## config.mk

```make
export PLATFORM = sky130hd
export DESIGN_NAME = qspi_flash_responder
export DESIGN_NICKNAME = d
export VERILOG_FILES = /design/src/rtl/qspi_flash_responder.sv
export SDC_FILE = /design/constraint.sdc
export NUM_CORES = 1
export LEC_CHECK = 0
export ABC_AREA = 1
export CAP_MARGIN = 0
export CELL_PAD_IN_SITES_DETAIL_PLACEMENT = 0
export CELL_PAD_IN_SITES_GLOBAL_PLACEMENT = 2
export CORE_MARGIN = 10
export CORE_UTILIZATION = 32
export DETAILED_ROUTE_END_ITERATION = 6
export GPL_TIMING_DRIVEN = 1
export PLACE_DENSITY = 0.9
export SLEW_MARGIN = 20
export SYNTH_ARGS = -nofsm -noshare
export SYNTH_HDL_FRONTEND = slang
export SYNTH_SLANG_ARGS = --single-unit
```

## constraint.sdc

```tcl
create_clock -name clk -period 2.81 [get_ports clk]
set_clock_uncertainty 0.1 [all_clocks]
set_input_delay 0.4215 -clock clk [delete_from_list [all_inputs] [get_ports clk]]
set_output_delay 0.4215 -clock clk [all_outputs]
set_load 0.01 [all_outputs]
```

## src/rtl/qspi_flash_responder.sv

```systemverilog
// qspi_flash_responder
//   Quad-I/O fast-read (opcode CMD_QREAD) flash target. The system clock is
//   also the serial clock; every input is sampled on the rising edge.
//   Transaction: 8 opcode bits on io0, 6 address nibbles, 2 mode nibbles,
//   DUMMY_CYCLES dummy clocks, then read data streamed high nibble first
//   until csb rises. Bytes are fetched from an external store through a
//   one-cycle mem_rd strobe; mem_rdata returns one cycle later.
//
// Ports
//   clk        clock / serial clock
//   rst_n      asynchronous active-low reset
//   csb        chip select, active low
//   io_in      sampled QSPI lines (io0 = bit 0)
//   io_out     nibble driven toward the initiator
//   io_oe      per-line output enable (all four bits equal)
//   mem_rd     read strobe to the byte store
//   mem_addr   byte address qualified by mem_rd
//   mem_rdata  byte returned one cycle after mem_rd
//   busy       high whenever the FSM is not idle
//   err        sticky unsupported-opcode flag
//
// Build option
//   QSPI_RESP_XIP_EN  enables continuous-read (XIP): a mode byte with bits
//   [5:4] = 2'b10 lets the next transaction start directly at the address.
module qspi_flash_responder #(
  parameter int         DUMMY_CYCLES = 4,
  parameter logic [7:0] CMD_QREAD    = 8'hEB
) (
  input  logic        clk,
  input  logic        rst_n,
  input  logic        csb,
  input  logic [3:0]  io_in,
  output logic [3:0]  io_out,
  output logic [3:0]  io_oe,
  output logic        mem_rd,
  output logic [23:0] mem_addr,
  input  logic [7:0]  mem_rdata,
  output logic        busy,
  output logic        err
);

  typedef enum logic [2:0] {IDLE, CMD, ADDR, MODE, DUMMY, DATA, IGNORE} state_t;

  // The first fetch must land one clock before the last dummy clock so the
  // high nibble is on the pins right after it. With two dummy clocks that
  // fetch already happens on the last mode clock.
  localparam logic [3:0] DUMMY_LAST = 4'(DUMMY_CYCLES - 1);
  localparam logic [3:0] RD_CNT     = 4'(DUMMY_CYCLES - 3);
  localparam bit         RD_IN_MODE = (DUMMY_CYCLES == 2);

  state_t      state, state_n;
  logic [3:0]  cnt, cnt_n;
  logic        armed, armed_n;
  logic        rd_n;
  logic [23:0] addr_n;
  logic [3:0]  out_n;
  logic        err_n;
  logic        load_lo;

  logic [6:0]  cmd_sh;
  logic [23:0] addr_sh;
  logic [3:0]  lo_q;
`ifdef QSPI_RESP_XIP_EN
  logic        xip, xip_n;
  logic [1:0]  mode_bits;
`endif

  always_ff @(posedge clk or negedge rst_n) begin
    if (!rst_n) begin
      state    <= IDLE;
      cnt      <= 4'd0;
      armed    <= 1'b0;
      io_out   <= 4'h0;
      mem_rd   <= 1'b0;
      mem_addr <= 24'h0;
      err      <= 1'b0;
`ifdef QSPI_RESP_XIP_EN
      xip      <= 1'b0;
`endif
    end else begin
      state    <= state_n;
      cnt      <= cnt_n;
      armed    <= armed_n;
      io_out   <= out_n;
      mem_rd   <= rd_n;
      mem_addr <= addr_n;
      err      <= err_n;
`ifdef QSPI_RESP_XIP_EN
      xip      <= xip_n;
`endif
    end
  end

  // Shift/capture registers carry no reset: the FSM only consumes them after
  // they have been completely refilled within the current transaction.
  always_ff @(posedge clk) begin
    cmd_sh <= {cmd_sh[5:0], io_in[0]};
    // IDLE shifting supplies the first nibble when XIP skips the opcode.
    if (state == IDLE || state == ADDR) addr_sh <= {addr_sh[19:0], io_in};
    if (load_lo) lo_q <= mem_rdata[3:0];
`ifdef QSPI_RESP_XIP_EN
    if (state == MODE && cnt == 4'd0) mode_bits <= io_in[1:0];
`endif
  end

  always_comb begin
    state_n = state;
    cnt_n   = cnt + 4'd1;
    // Decoding is only allowed after csb has been seen high since reset.
    armed_n = armed | csb;
    rd_n    = 1'b0;
    addr_n  = mem_addr;
    out_n   = io_out;
    err_n   = err;
    load_lo = 1'b0;
`ifdef QSPI_RESP_XIP_EN
    xip_n   = xip;
`endif
    if (csb) begin
      state_n = IDLE;
      cnt_n   = 4'd0;
      out_n   = 4'h0;
    end else begin
      case (state)
        IDLE: begin
          cnt_n = 4'd0;
          if (armed) begin
            cnt_n   = 4'd1;
            state_n = CMD;
`ifdef QSPI_RESP_XIP_EN
            if (xip) state_n = ADDR;
`endif
          end
        end
        CMD: begin
          if (cnt == 4'd7) begin
            cnt_n = 4'd0;
            if ({cmd_sh, io_in[0]} == CMD_QREAD) begin
              state_n = ADDR;
            end else begin
              state_n = IGNORE;
              err_n   = 1'b1;
            end
          end
        end
        ADDR: begin
          if (cnt == 4'd5) begin
            cnt_n   = 4'd0;
            state_n = MODE;
          end
        end
        MODE: begin
          if (cnt == 4'd1) begin
            cnt_n   = 4'd0;
            state_n = DUMMY;
`ifdef QSPI_RESP_XIP_EN
            xip_n   = (mode_bits == 2'b10);
`endif
            if (RD_IN_MODE) begin
              rd_n   = 1'b1;
              addr_n = addr_sh;
            end
          end
        end
        DUMMY: begin
          if (cnt == RD_CNT) begin
            rd_n   = 1'b1;
            addr_n = addr_sh;
          end
          if (cnt == DUMMY_LAST) begin
            cnt_n   = 4'd0;
            state_n = DATA;
            out_n   = mem_rdata[7:4];
            load_lo = 1'b1;
            rd_n    = 1'b1;
            addr_n  = mem_addr + 24'd1;
          end
        end
        DATA: begin
          // cnt[0] = 0: high nibble on the pins, next byte being fetched.
          cnt_n = {3'b000, ~cnt[0]};
          if (!cnt[0]) begin
            out_n = lo_q;
          end else begin
            out_n   = mem_rdata[7:4];
            load_lo = 1'b1;
            rd_n    = 1'b1;
            addr_n  = mem_addr + 24'd1;
          end
        end
        IGNORE: cnt_n = cnt;
        default: state_n = IDLE;
      endcase
    end
  end

  assign io_oe = {4{(state == DATA) && !csb}};
  assign busy  = (state != IDLE);

endmodule

```

Word-level counts from Yosys, hierarchy flattened:

Cells that the tools add are included.

* equal/unequal tests: 20
* muxes and demuxes: 31
* bitwise operators: 4
* reductions and logical operators: 12
* add/sub/neg operators: 2

Operators by type and width (count)
* 24-bit 2-to-1 mux: 3
* 24-bit case mux with 2 select lines: 1
* 4-bit 2-to-1 mux: 8
* 4-bit case mux with 7 select lines: 1
* 24-bit by 1-bit adder with 24-bit output, second input constant: 1
* 3-bit 2-to-1 mux: 7
* 3-bit case mux with 6 select lines: 1
* 3-bit inequality test, second input constant: 5
* 3-bit equality test, second input constant: 3
* 4-bit by 3-bit equality test with 1-bit output, second input constant: 2
* 8-bit equality test, second input constant: 1
* 4-bit case mux with 2 select lines: 1
* 4-bit AND reduction: 2
* 1-bit 2-to-1 mux: 7
* 3-bit by 2-bit equality test with 1-bit output, second input constant: 2
* 6-bit AND reduction: 1
* 3-bit nonzero test: 2
* 4-bit by 1-bit adder with 4-bit output, second input constant: 1
* 4-bit by 1-bit equality test with 1-bit output, second input constant: 1
* 4-bit by 2-bit equality test with 1-bit output, second input constant: 1
* 2-bit inequality test, second input constant: 2
* 1-bit case mux with 2 select lines: 2
* 3-bit by 1-bit equality test with 1-bit output, second input constant: 1
* 3-bit logical NOT: 1
* 10 further kinds: 12

* register bits after elaboration: 73
* input port bits: 15
* word-level logic and storage cells: 79
* output and inout bits: 35

Depth between registers and ports, before layout:

Gate-level depths: netlist of the first run.

* depth after elaboration: 5
* mapped depth: 10
* gate-level depth less buffers: 10

Worst setup path before layout of the first run:

OpenSTA, ideal clock, no wires.

* path kind: reg-to-reg
* start: reg state[0]
* end: reg state[0]
* library setup time: 78 ps
* setup slack: 676 ps
* buffers on the path: 1
* required time: 2632 ps
* arrival time: 1956 ps
* stages on the path, launching flop included: 5
* clock period less this slack: 2134 ps
* cell sequence: dfrtp_1 -> buf_2 -> nor2_1 -> o21ai_0 -> o21ai_1

* word-level cells in the longest chain between the ends: 4
* elaborated cells between the ends (all ways): 17
* those cells by class: eq/ne (12); mux (2); reduce/logical (3)

Ends and longest elaborated chain
* start: declaration: RTL line 51 `state_t state, state_n;`
* start signal: assignment: RTL line 81 `state <= state_n;`
* 3-bit equality test: RTL line 124 `case (state)`
* 2-bit OR reduction (no line)
* 3-bit case mux with 6 select lines / 2-bit by 1-bit inequality test with 1-bit output (equally long branches)
* 3-bit 2-to-1 mux / 6-bit AND reduction (equally long branches)

Several ways; a longest one is shown, not always the timed one.
A chain may end at the register's enable or synchronous reset.

Worst setup path in the final report of the first run:

* start: reg state[2]
* end: out io_oe[1]

* word-level cells in the longest chain between the ends: 2

Ends and longest elaborated chain
* 3-bit equality test: RTL line 197 `assign io_oe = {4{(state == DATA) && !csb}};`
* 1-bit logical AND: RTL line 197
* end: declaration: RTL line 34 `output logic [3:0] io_oe,`

Every way passes these cells.

==> results_dict.tcl, run 1 <==
set metrics [dict create \
    status "completed" \
    hold_class "in -> async" \
    finalHoldViolCount 0 \
    die_w_microns 128 \
    coreArea_sq_um 11400 \
    area_delta_synth_final_pct 24.3 \
    synthTopCellsByArea "dfrtp_1, edfxtp_1, nand2_1" \
    dpl.hpwl_microns 7130 \
    io_pins 50 \
    tightest_slew_ps 984 \
    synth_area_leader_cell "dfrtp_1" \
    cts_max_path_buffers 2 \
    synth_area_sq_um 3740 \
    synth_top_cell_area_share_pct 25.4 \
    synth_area_per_cell_sq_um 8.04 \
    gp_congestion 0.785 \
    p_total_uw 4890 \
    p_leak_uw 0.00194 \
    grt_max_degree 39 \
    first_iter_violations 222 \
    nets 534 \
    wl_microns 9830 \
    fin_crit_sh_pct 86.5 \
    drc 0 \
    setup_viol_count_final 0 \
    slew_violations 0 \
    slew_headroom_pct 34.4 \
    fp-row-count 39 \
    post-cts-setup-buffers 0 \
    clk_pin_slew_ps 60 \
    clkLatencyLatePin_ps 340 \
    endpoint_kind "primary output" \
    ys_seq_area_share_pct 51.7 \
    hold_buffers 0 \
    via_count 3209 \
    p_per_area_nw_per_um2 1050 \
    yosys.cell_count.top_type "nand2_1" \
    criticalPathCategory "reg -> out" \
    io_buffers 49 \
    synth_edf_count 28 \
    fin_setup_tns_ps 0 \
    finalWorstSetupSlack_ps 381 \
    crit_fanout 9 \
    numCtsBuffers 9 \
    drtAntennaViolNets 0 \
    synth_seq_cells 73 \
    pre_cts_ws_ps 396 \
    grt_use_total_pct 12.6 \
    ys_types 35 \
    clock_sinks 73 \
    yosys_warnings 0 \
    rrSetupSlack_ps 660 \
    drtPass1Iterations 5 \
    antenna_found_initial 0 \
    cp.required_ps 2290 \
    rsz0062_at_grt "false" \
    critPathLaunchType "register" \
    reg2regPathDepth 8 \
    vdd_drop_max_mv 0.453 \
    cts_tree "yes" \
    routedWlPerCell_microns 14.8 \
    ctsHtreeMaxLevel 3 \
    overflow 0 \
    netlist_instances 465 \
    start_util_pct 32.7 \
    r2r_end "mem_addr[11]" \
    avgViaCountPerCell 4.83 \
    fillers 1190 \
    diodes 0 \
    grt_pass1_wl_microns 16500 \
    reg2reg_from "cnt[0]" \
    die_y_microns 128 \
    fmax_ghz 0.412 \
    synth_nets 483 \
    root_buffer "clkbuf_16" \
    final.min_clock_period_ps 2430 \
    cts-resized-gates 0 \
    grt_pass1_vias 3217 \
    synthTopCellsByCount "nand2_1, nor2_1, dfrtp_1" \
    ys.flop_type "dfrtp_1" \
    cp.arrival_ps 1910 \
    drv_cap 0 \
    die_area_sq_um 16400 \
    drive_above_1_share_pct 7.29 \
    async_flop_share_pct 52.1 \
]
stage by stage:
step	utilization, %	std cells	hold WS, ps	area, sq um
after floorplan	-	465	25.9	3740
after global routing	40.7	664	208	4640
after global placement	38.1	648	234	4350
after detailed placement	38.1	648	240	4350
after CTS	40.7	664	165	4640
final	40.7	664	142	4640
worst max-delay path, stage by stage (launching register included):
cell,delay [ps]
dfrtp_1,570
nand2_1,190
nor2_1,220
clkdlybuf4s50_1,590
cell families (layout without fill, tap and decap cells):
group | after synthesis | in the layout | share of synthesized area, %
AND/OR/NAND/NOR | 294 | 294 | 33.8
adder cells (fa/ha/maj) | 3 | 3 | 1.00
flip-flops | 73 | 73 | 51.7
buffers and inverters | 42 | 98 | 5.16
XOR/XNOR | 6 | 6 | 1.41
AO/OA/AOI/OAI | 47 | 47 | 6.93
per-layer routing:
metal | vias to the layer above | wire (microns) | GRT usage [%]
met2 | 75 | 4770 | 20.4
met1 | 1504 | 4380 | 15.3
met4 | 0 | 113 | 3.71
met3 | 12 | 573 | 4.63
met5 | - | 0 | 0
li1 | 1618 | - | -
cells in the final DEF (no fill, tap or decap), types with 4 or more instances in the layout:
cell / count
nor3_1: 6
dfxtp_1: 7
o31ai_1: 5
clkdlybuf4s50_1: 48
o21ai_0: 15
clkbuf_16: 10
inv_1: 23
nand2_1: 145
nor2_2: 4
nand3b_1: 11
nor2_1: 87
buf_4: 5
inv_2: 5
nand3_1: 26
a21oi_1: 10
edfxtp_1: 28
nand4_1: 5
o21ai_1: 12
dfrtp_1: 38
registers in the layout, summed over array words and instances (netlist names):
name	count
err	1
mem_rd	1
mem_addr	24
cmd_sh	7
io_out	4
addr_sh	24
cnt	4
armed	1
lo_q	4
state	3
worst max-delay path by stage:
stage	start	to	slack, ps	cells after the start
CTS	state[2]	io_oe[1]	360	3
floorplan	state[0]	state[0]	680	4
detailed placement	csb	io_oe[1]	400	5
global placement	csb	io_oe[1]	430	5
global route	state[2]	io_oe[1]	240	3
finish	state[2]	io_oe[1]	380	3
where the power goes:
| part | total [uW] | switching, uW | internal, uW |
|---|---|---|---|
| Sequential | 2020 | 436 | 1590 |
| Combinational | 1750 | 999 | 755 |
| Clock | 1110 | 437 | 673 |
| Total | 4890 | 1870 | 3010 |
cell type report:
| cell class | count | area [sq um] | share of cell area (%) |
|---|---|---|---|
| Clock inverter | 4 | 22.5 | 0.485 |
| Timing Repair Buffer | 54 | 523 | 11.3 |
| Clock buffer | 12 | 268 | 5.77 |
| Tap cell | 143 | 179 | 3.85 |
| Sequential cell | 73 | 1930 | 41.6 |
| Inverter | 28 | 105 | 2.26 |
| Multi-Input combinational cell | 350 | 1620 | 34.8 |
(Power assumes the default switching activity.)
==> run 2: changes to the inputs <==
Settings changed: CORE_MARGIN 10 to 2.
==> run 2 against run 1 <==
Final cell count is the same. Combinational power is essentially flat. Via count shrank 0.69%. Largest power group unchanged. Highest routed layer unchanged.
==> results_dict.tcl, run 2 (synthesis gave the netlist of run 1 again) <==
set metrics [dict create \
    power_frac_comb_pct 35.5 \
    cts_max_path_buffers 2 \
    rrSetupSlack_ps 650 \
    grt_max_degree 39 \
    hold_buffers 0 \
    tightest_slew_ps 950 \
    cts_tree "yes" \
    clock_sinks 73 \
    reg2reg_from "cnt[0]" \
    die_area_sq_um 12600 \
    drc 0 \
    post-place-cells 648 \
    critPathLaunch "state[2]" \
    drtPass1Iterations 4 \
    avgViaCountPerCell 4.80 \
    post-cts-setup-buffers 0 \
    grt_pass1_wl_microns 15400 \
    power_frac_seq_pct 40.0 \
    antenna_found_initial 0 \
    setup_viol_count_final 0 \
    cp.arrival_ps 1900 \
    io_buffers 49 \
    grt_pass1_vias 3196 \
    clkLatencyLatePin_ps 340 \
    routedWlPerCell_microns 13.7 \
    fin_crit_sh_pct 86.3 \
    wl_microns 9120 \
    numCtsBuffers 9 \
    fin_setup_tns_ps 0 \
    hold_class "in -> async" \
    p_switching_uw 1860 \
    grt_use_total_pct 15.5 \
    dpl.hpwl_microns 6630 \
    gp_congestion 0.790 \
    clk_pin_slew_ps 60 \
    p_sw_share_pct 37.2 \
    p_per_area_nw_per_um2 1060 \
    ctsHtreeMaxLevel 3 \
    p_leak_uw 0.00195 \
    vdd_drop_max_mv 0.480 \
    root_buffer "clkbuf_16" \
    diodes 0 \
    io_pins 50 \
    start_util_pct 32.7 \
    overflow 0 \
    pre_cts_ws_ps 408 \
    utilization_pct 41.0 \
    rsz0062_at_grt "false" \
    area_delta_synth_final_pct 25.4 \
    finalHoldViolCount 0 \
    reg2regPathDepth 9 \
    final_common_cell "nand2_1" \
    nets 534 \
    die_y_microns 112 \
    critPathLaunchType "register" \
    via_count 3187 \
    endpoint_kind "primary output" \
    slew_headroom_pct 36.7 \
    slew_violations 0 \
    criticalPathCategory "reg -> out" \
    r2r_end "mem_addr[14]" \
    power_frac_clock_pct 24.6 \
    fmax_ghz 0.412 \
    final_cells 664 \
    reg.largest.list "addr_sh (24), mem_addr (24), cmd_sh (7)" \
    status "completed" \
    layout_common_cells "nand2_1, nor2_1, clkdlybuf4s50_1" \
    die_w_microns 112 \
    drv_cap 0 \
    cts-resized-gates 0 \
    drtAntennaViolNets 0 \
    drive_above_1_share_pct 7.29 \
    cp.required_ps 2290 \
    crit_fanout 9 \
    first_iter_violations 137 \
    fp-row-count 39 \
    final.min_clock_period_ps 2430 \
    finalWorstSetupSlack_ps 384 \
    coreArea_sq_um 11400 \
    power.internal_uw 3130 \
]
run 2: cell types whose count changed in the layout (fill, tap and decap cells not counted), sizes merged:
cell,change
clkbuf,-3
bufinv,+2
clkinv,+1
clkinvlp,+1
inv,-1
run 2: per-stage QoR:
stage	total power (uW)	hold slack, ps	area (sq um)
4_1_cts	5060	168	4690
3_5_place_dp	3810	240	4370
5_1_grt	5390	206	4690
2_1_floorplan	3010	25.9	3740
6_report	4990	138	4690
3_3_place_gp	3780	234	4370
run 2: worst max-delay path by stage:
stage          slack [ps]  cells past startpoint        to
2_1_floorplan         680                      4  state[0]
3_3_place_gp          440                      5  io_oe[1]
3_5_place_dp          410                      5  io_oe[3]
4_1_cts               350                      3  io_oe[3]
5_1_grt               250                      3  io_oe[2]
6_report              380                      3  io_oe[2]
run 2: cell type report:
| type | count | area [sq um] |
|---|---|---|
| Clock buffer | 9 | 225 |
| Multi-Input combinational cell | 350 | 1620 |
| Timing Repair Buffer | 54 | 536 |
| Clock inverter | 7 | 93.8 |
| Sequential cell | 73 | 1930 |
| Inverter | 28 | 105 |
| Tap cell | 143 | 179 |
| Fill cell | 1180 | 6730 |
run 2: critical path, stage by stage, from the launching register on:
cell,delay [ps]
dfrtp_1,570
nand2_1,180
nor2_1,230
clkdlybuf4s50_1,580
run 2: layer usage:
metal | up-vias | part of all wire [%] | GRT usage [%]
li1 | 1614 | - | -
met1 | 1514 | 45 | 18.6
met2 | 50 | 50 | 26.9
met3 | 9 | 4.6 | 4.86
met4 | 0 | 1.3 | 4.63
met5 | - | 0 | 0
run 2: power groups by stage:
stage | Sequential (uW) | Combinational [uW] | Clock (uW)
after floorplan | 1950 | 1060 | 0
after global placement | 2010 | 1770 | 0
after detailed placement | 2030 | 1790 | 0
after CTS | 2010 | 1790 | 1260
after global routing | 2070 | 2020 | 1300
final | 1990 | 1770 | 1220
